<file path="config.mk">
export PLATFORM = sky130hd
export DESIGN_NAME = mc_control_fsm
export DESIGN_NICKNAME = d
export VERILOG_FILES = /design/src/rtl/mc_control_fsm.sv
export SDC_FILE = /design/constraint.sdc
export NUM_CORES = 1
export LEC_CHECK = 0
export ABC_AREA = 1
export ABC_CLOCK_PERIOD_IN_PS = 1600
export BUFFER_PORTS_ARGS = -buffer_cell sky130_fd_sc_hd__buf_2
export CAP_MARGIN = 15
export CORE_ASPECT_RATIO = 1.4
export CORE_MARGIN = 4
export CORE_UTILIZATION = 40
export DETAILED_ROUTE_END_ITERATION = 12
export GPL_TIMING_DRIVEN = 0
export PLACE_DENSITY = 0.76
export SYNTH_ARGS = -nofsm -noshare
export SYNTH_HDL_FRONTEND = slang
export SYNTH_SLANG_ARGS = --single-unit
</file>
<file path="constraint.sdc">
create_clock -name clk -period 1.6 [get_ports clk]
set_input_delay 0.16 -clock clk [delete_from_list [all_inputs] [get_ports clk]]
set_output_delay 0.16 -clock clk [all_outputs]
set_load 0.01 [all_outputs]
</file>
<file path="src/rtl/mc_control_fsm.sv">
// Multicycle control FSM for the 16-bit TSC core.
// Decodes opcode/func_code/bcond into datapath strobes. Memory accesses
// (fetch and data) finish either after MEM_LAT cycles or on mem_ready.
// HALT is sticky until reset, and num_inst counts retired instructions.
//
// state | meaning
// ------+-----------------------------------------------
// IF    | instruction fetch, wait for access done
// ID    | decode, ALUOut <= PC+1
// EX1   | execute / branch compare / link write
// EX2   | PC update for taken branch or jump
// MEM   | data load/store, wait for access done
// WB    | register write back, PC <= PC+1
// HALT  | halted until reset
module mc_control_fsm #(
  parameter int MEM_MODE = 0,
  parameter int MEM_LAT  = 2,
  parameter int CNT_W    = 16
) (
  input  logic             clk,
  input  logic             reset,
  input  logic [3:0]       opcode,
  input  logic [5:0]       func_code,
  input  logic             bcond,
  input  logic             mem_ready,
  output logic             pc_write,
  output logic             pc_write_cond,
  output logic             i_or_d,
  output logic             mem_read,
  output logic             mem_write,
  output logic             ir_write,
  output logic             mem_to_reg,
  output logic             reg_write,
  output logic             pc_to_reg,
  output logic             pc_src,
  output logic [1:0]       reg_write_dest,
  output logic             alu_src_A,
  output logic [1:0]       alu_src_B,
  output logic [1:0]       alu_op,
  output logic             wwd,
  output logic             new_inst,
  output logic             halt,
  output logic [2:0]       state,
  output logic [CNT_W-1:0] num_inst
);

  localparam logic [3:0] OP_ADI = 4'd4;
  localparam logic [3:0] OP_ORI = 4'd5;
  localparam logic [3:0] OP_LHI = 4'd6;
  localparam logic [3:0] OP_LWD = 4'd7;
  localparam logic [3:0] OP_SWD = 4'd8;
  localparam logic [3:0] OP_JMP = 4'd9;
  localparam logic [3:0] OP_JAL = 4'd10;
  localparam logic [3:0] OP_RTY = 4'd15;
  localparam logic [5:0] FN_JPR = 6'd25;
  localparam logic [5:0] FN_JRL = 6'd26;
  localparam logic [5:0] FN_WWD = 6'd28;
  localparam logic [5:0] FN_HLT = 6'd29;

  typedef enum logic [2:0] {
    S_IF   = 3'd0,
    S_ID   = 3'd1,
    S_EX1  = 3'd2,
    S_EX2  = 3'd3,
    S_MEM  = 3'd4,
    S_WB   = 3'd5,
    S_HALT = 3'd6
  } state_t;

  state_t     state_q, state_d;
  logic [3:0] wait_cnt;
  logic       halt_q;
  logic       fetch_cont;
  logic       access, cnt_done, done;

  logic pc_write_i, mem_read_i, mem_write_i, ir_write_i, reg_write_i, wwd_i;

  logic is_rtype, is_ralu, is_wwd, is_jpr, is_jrl, is_hlt;
  logic is_imm, is_lwd, is_swd, is_jmp, is_jal, is_br;

  assign is_rtype = (opcode == OP_RTY);
  assign is_ralu  = is_rtype && (func_code[5:3] == 3'b000);
  assign is_wwd   = is_rtype && (func_code == FN_WWD);
  assign is_jpr   = is_rtype && (func_code == FN_JPR);
  assign is_jrl   = is_rtype && (func_code == FN_JRL);
  assign is_hlt   = is_rtype && (func_code == FN_HLT);
  assign is_imm   = (opcode == OP_ADI) || (opcode == OP_ORI) || (opcode == OP_LHI);
  assign is_lwd   = (opcode == OP_LWD);
  assign is_swd   = (opcode == OP_SWD);
  assign is_jmp   = (opcode == OP_JMP);
  assign is_jal   = (opcode == OP_JAL);
  assign is_br    = (opcode <= 4'd3);

  // mem_ready only matters while a fetch or data access is in flight
  assign access   = (state_q == S_IF) || (state_q == S_MEM);
  assign cnt_done = (wait_cnt == 4'(MEM_LAT - 1));
  assign done     = access && ((MEM_MODE == 1) ? mem_ready : cnt_done);

  // State register, access timer, retire counter and sticky halt flag
  always_ff @(posedge clk) begin
    if (reset) begin
      state_q    <= S_IF;
      wait_cnt   <= '0;
      num_inst   <= '0;
      halt_q     <= 1'b0;
      fetch_cont <= 1'b0;
    end else begin
      state_q <= state_d;
      if ((MEM_MODE == 0) && access && !done) wait_cnt <= wait_cnt + 4'd1;
      else                                   wait_cnt <= '0;
      if ((state_d == S_IF && state_q != S_IF) || (state_d == S_HALT && state_q != S_HALT))
        num_inst <= num_inst + CNT_W'(1);
      if (state_d == S_HALT) halt_q <= 1'b1;
      fetch_cont <= (state_q == S_IF) && (state_d == S_IF);
    end
  end

  // Next-state and strobe decode; everything defaults to 0 each cycle
  always_comb begin
    state_d        = S_IF;
    pc_write_i     = 1'b0;
    pc_write_cond  = 1'b0;
    i_or_d         = 1'b0;
    mem_read_i     = 1'b0;
    mem_write_i    = 1'b0;
    ir_write_i     = 1'b0;
    mem_to_reg     = 1'b0;
    reg_write_i    = 1'b0;
    pc_to_reg      = 1'b0;
    pc_src         = 1'b0;
    reg_write_dest = 2'b00;
    alu_src_A      = 1'b0;
    alu_src_B      = 2'b00;
    alu_op         = 2'b00;
    wwd_i          = 1'b0;
    new_inst       = 1'b0;
    case (state_q)
      S_IF: begin
        mem_read_i = 1'b1;
        new_inst   = !fetch_cont;
        if (done) begin
          ir_write_i = 1'b1;
          state_d    = S_ID;
        end else begin
          state_d = S_IF;
        end
      end
      S_ID: begin
        alu_src_B = 2'b01;
        state_d   = is_hlt ? S_HALT : S_EX1;
      end
      S_EX1: begin
        if (is_ralu) begin
          alu_src_A = 1'b1;
          alu_op    = 2'b10;
          state_d   = S_WB;
        end else if (is_imm) begin
          alu_src_A = 1'b1;
          alu_src_B = 2'b10;
          alu_op    = 2'b10;
          state_d   = S_WB;
        end else if (is_lwd || is_swd) begin
          alu_src_A = 1'b1;
          alu_src_B = 2'b10;
          state_d   = S_MEM;
        end else if (is_jmp || is_jal) begin
          alu_src_B = 2'b10;
          alu_op    = 2'b10;
          state_d   = S_EX2;
          if (is_jal) begin
            reg_write_i    = 1'b1;
            reg_write_dest = 2'b10;
            pc_to_reg      = 1'b1;
          end
        end else if (is_jpr || is_jrl) begin
          alu_src_A = 1'b1;
          alu_op    = 2'b10;
          state_d   = S_EX2;
          if (is_jrl) begin
            reg_write_i    = 1'b1;
            reg_write_dest = 2'b10;
            pc_to_reg      = 1'b1;
          end
        end else if (is_br) begin
          alu_src_A = 1'b1;
          alu_op    = 2'b01;
          if (bcond) begin
            state_d = S_EX2;
          end else begin
            pc_write_i = 1'b1;
            pc_src     = 1'b1;
            state_d    = S_IF;
          end
        end else begin
          // WWD and any undefined encoding both just step PC from ALUOut
          wwd_i      = is_wwd;
          pc_write_i = 1'b1;
          pc_src     = 1'b1;
          state_d    = S_IF;
        end
      end
      S_EX2: begin
        pc_write_i = 1'b1;
        state_d    = S_IF;
        if (is_br) begin
          alu_src_B = 2'b10;
          alu_op    = 2'b10;
        end else begin
          pc_src = 1'b1;
        end
      end
      S_MEM: begin
        i_or_d      = 1'b1;
        mem_read_i  = is_lwd;
        mem_write_i = is_swd;
        if (!(is_lwd || is_swd)) begin
          state_d = S_IF;
        end else if (!done) begin
          state_d = S_MEM;
        end else if (is_lwd) begin
          state_d = S_WB;
        end else begin
          pc_write_i = 1'b1;
          alu_src_B  = 2'b01;
          state_d    = S_IF;
        end
      end
      S_WB: begin
        reg_write_i    = 1'b1;
        reg_write_dest = (is_imm || is_lwd) ? 2'b01 : 2'b00;
        mem_to_reg     = is_lwd;
        pc_write_i     = 1'b1;
        alu_src_B      = 2'b01;
        state_d        = S_IF;
      end
      S_HALT: begin
        state_d = S_HALT;
      end
      default: begin
        state_d = S_IF;
      end
    endcase
  end

  // Reset masks every write/read strobe so an aborted access cannot complete
  assign pc_write  = pc_write_i  & ~reset;
  assign mem_read  = mem_read_i  & ~reset;
  assign mem_write = mem_write_i & ~reset;
  assign ir_write  = ir_write_i  & ~reset;
  assign reg_write = reg_write_i & ~reset;
  assign wwd       = wwd_i       & ~reset;
  assign halt      = halt_q;
  assign state     = state_q;

endmodule

</file>
==> results summary <==
The run finished, with violations left. The aggregate global-route resource usage came out at 17.41%. The number of global-route vias before repair is 1960. Once detailed placement completed, the half-perimeter wirelength came to 3.557 mm. The count of buffers inserted at the top-level ports is 50. The number of clock sinks came out at 25. The register area share after synthesis came out at 27.14%. The post-route DRC violation count came out at 0. The initial antenna violation count is 0. The total cell area at the placement stage came out at 2212 um^2. The share of the cycle needed by the critical path after routing came out at 109.6%. The count of mapped cells out of synthesis is 294.

In this run the static leakage power is 1.375 nW. The largest net degree at the start of global routing came out at 15. For the worst-skew pair, the clock arrives at the later sink with an insertion delay of 0.27 ns. The worst setup path is launched from a flip-flop. The number of nets in the layout came out at 386. The number of warning messages in the yosys log is 0. Of the cells placed in the final design, the portion with a size suffix greater than 1 is 38.42%. The total count of max-transition violations in the final report came out at 0. From bottom edge to top edge, the die measures 88.34 um. The count of H-tree levels built during CTS came out at 1. In the final routed layout, each cell accounts on average for 12.25 um. The die area came out at 5776 um^2.

The clock slew seen by the registers of the worst setup and hold paths is 0.09 ns. The worst setup path is captured at a flip-flop. The slew at the pin closest to its max-slew limit came out at 0.5753 ns.

The mapped netlist covers 1844 um^2. The post-synthesis cell type count came out at 30. The setup path with the least slack is of type reg -> reg. The number of placement rows is 29. Buffers inserted during clock tree synthesis total 3.

The detailed-route via count is 2121. The initial standard-cell utilization of the core came out at 40.99%. The total non-filler cell area in the finished layout is 2620 um^2. The count of endpoints failing hold in the final timing report is 0.

The post-synthesis to final-layout area growth is 42.06%. Setup repair after global routing could not meet its margin everywhere. After detailed placement, the design holds a cell count of 406. The antenna diode instance count is 0. The arrival time reported for the critical path endpoint is 1.93 ns. Counting I/O delays and the setup requirement, the final critical path takes 1.754 ns.

The first-pass GRT wire length is 8.121 mm. The detailed router finished its first iteration with 136 violations. The top cell types in the final layout, fill and taps aside, are 53 x sky130_fd_sc_hd__nand2_1, 51 x sky130_fd_sc_hd__buf_2, 42 x sky130_fd_sc_hd__nor2_1, 38 x sky130_fd_sc_hd__inv_1, 23 x sky130_fd_sc_hd__nand3_1. The count of TritonRoute iterations in the first routing pass came out at 4. The I/O pin count is 53. Summed over all layers, the routed wires come to 5.257 mm. The worst supply voltage drop on vdd came out at 0.0006730 V. The highest net fanout along the worst path is 7. The total of max-cap violations came out at 0. At the end of routability-driven placement, the weighted congestion stood at 0.8573. After layout, the worst setup slack is -0.1543 ns. The total power per unit cell area came out at 1500 nW/um^2.

The area inside the core boundary is 4499 um^2. The maximum operating frequency came out at 570.0 MHz. The number of hold buffers added after CTS was 0. The endpoint required time on the critical path is 1.78 ns. The TritonCTS clock tree is yes. The number of nets in the synthesized netlist is 312. The type of the tightest min-delay check is in -> reg.

The commonest non-fill, non-tap cell in the layout is sky130_fd_sc_hd__nand2_1. The headroom to the max-slew limit came out at 61.65%. Setup violations remaining at the end of the flow were counted as 24. The tree is rooted in a sky130_fd_sc_hd__clkbuf_8. Dividing the detail-routed via count by the number of cells gives 4.944.

The number of fill cells in the layout came out at 438. The synthesized area per cell came out at 6.273 um^2. The setup clock skew after layout came out at 0.001577 ns. The total global routing overflow came out at 0. The non-filler instance count after layout came out at 429. No sink is reached through more buffers than the 2 on the longest clock path. The die is 65.39 um wide. The detail route stage leaves a number of antenna-violating nets equal to 0. The final reports fail on negative setup slack. In this run, synthesis produced a sequential element count of 25.
## sequential cells by signal (all words and copies together), names as in the netlist
register and cells:
state 3, wait_cnt 4, fetch_cont 1, halt 1, num_inst 16
## cells in the mapped netlist (all sizes together)
cell type	number	share of area, %
clkbuf	2	0.41
a21oi	20	5.4
buf	7	3.2
nor4	2	0.68
a21boi	2	0.81
nand4	2	0.68
nor2	58	13
xnor2	2	0.95
ha	4	2.7
a32oi	1	0.47
conb	1	0.20
dfxtp	25	27
clkinv	1	0.20
o31ai	2	0.81
nand2	60	12
inv	45	9.2
nand3	35	12
xor2	14	6.6
o21ai	3	0.81
nor3	7	1.9
or2	1	0.34
## cell families (layout without fill, tap and decap cells)
logic type                 after synthesis  count (layout)  synth area share [%]
and+or+nand+nor                        165             165                 41.04
buffers and inverters                   55             128                 12.96
AOI/OAI and AO/OA                       28              28                 8.344
DFF                                     25              25                 27.14
xor gates and xnor gates                16              16                 7.599
adders and majority gates                4               4                 2.714
other                                    1               1                0.2033
## worst max-delay path, stage by stage, from the launching register on
cell,delay (ns)
sky130_fd_sc_hd__dfxtp_4,0.38
sky130_fd_sc_hd__inv_4,0.08
sky130_fd_sc_hd__nand2_2,0.07
sky130_fd_sc_hd__nor2_1,0.26
sky130_fd_sc_hd__inv_1,0.10
sky130_fd_sc_hd__nor2_1,0.19
sky130_fd_sc_hd__nor2_2,0.09
sky130_fd_sc_hd__nand3_4,0.16
sky130_fd_sc_hd__buf_8,0.15
sky130_fd_sc_hd__nand3_1,0.06
sky130_fd_sc_hd__nand2_1,0.07
sky130_fd_sc_hd__nor2_1,0.04
## where the power goes
group | leakage, nW | internal, W | total (W) | switching (W)
clock | 0.0255 | 0.000175 | 0.000389 | 0.000214
combinational | 1.14 | 0.00112 | 0.00241 | 0.00129
sequential | 0.208 | 0.000875 | 0.00113 | 0.000254
total | 1.38 | 0.00217 | 0.00393 | 0.00176
## per-stage QoR
step	hold WS, ns	setup TNS [ns]	utilization [%]	setup slack [ns]	total power (W)
finish	0.1420	-2.630	58.23	-0.1543	0.003929
global placement	0.4265	-2.951	49.17	-0.1957	0.002805
detailed placement	0.4329	-3.164	49.17	-0.2101	0.002857
floorplan	0.2217	-0.005793	-	-0.005793	0.002361
global route	0.1459	-6.048	58.23	-0.3095	0.004235
CTS	0.1260	-2.593	55.26	-0.1580	0.003714
## path summary, 6_finish.rpt
| path | start | end | slack [ns] | cells after the start |
|---|---|---|---|---|
| max | state[0] | num_inst[12] | -0.15 | 11 |
| min | reset | state[1] | 0.14 | 2 |
| max reg2reg | state[0] | num_inst[12] | -0.15 | 11 |
| min reg2reg | halt | halt | 0.48 | 2 |
## what timing repair did
action,4_1_cts,5_1_grt
endpoints found under the setup margin,26,29
buffers inserted,12,4
gates cloned,3,0
pin swaps,9,8
resized for setup,36,29
## metal layers
metal	vias up	wire length, um	global-route usage, %
li1	1069	-	-
met4	0	125	7.547
met3	11	254	2.033
met2	68	2818	33.18
met5	-	0	0
met1	973	2059	19.10
## area by class of cell
type,instances,area [um^2],share of cell area [%]
buffer,9,70.07,2.674
clock buffer,3,41.29,1.576
clock inverter,1,5.005,0.1910
inverter,46,182.7,6.972
multi-input combinational,214,1291,49.28
sequential,25,518.0,19.77
tap,62,77.57,2.961
timing repair buffer,69,434.2,16.57
Power figures use the tool's default switching activity.
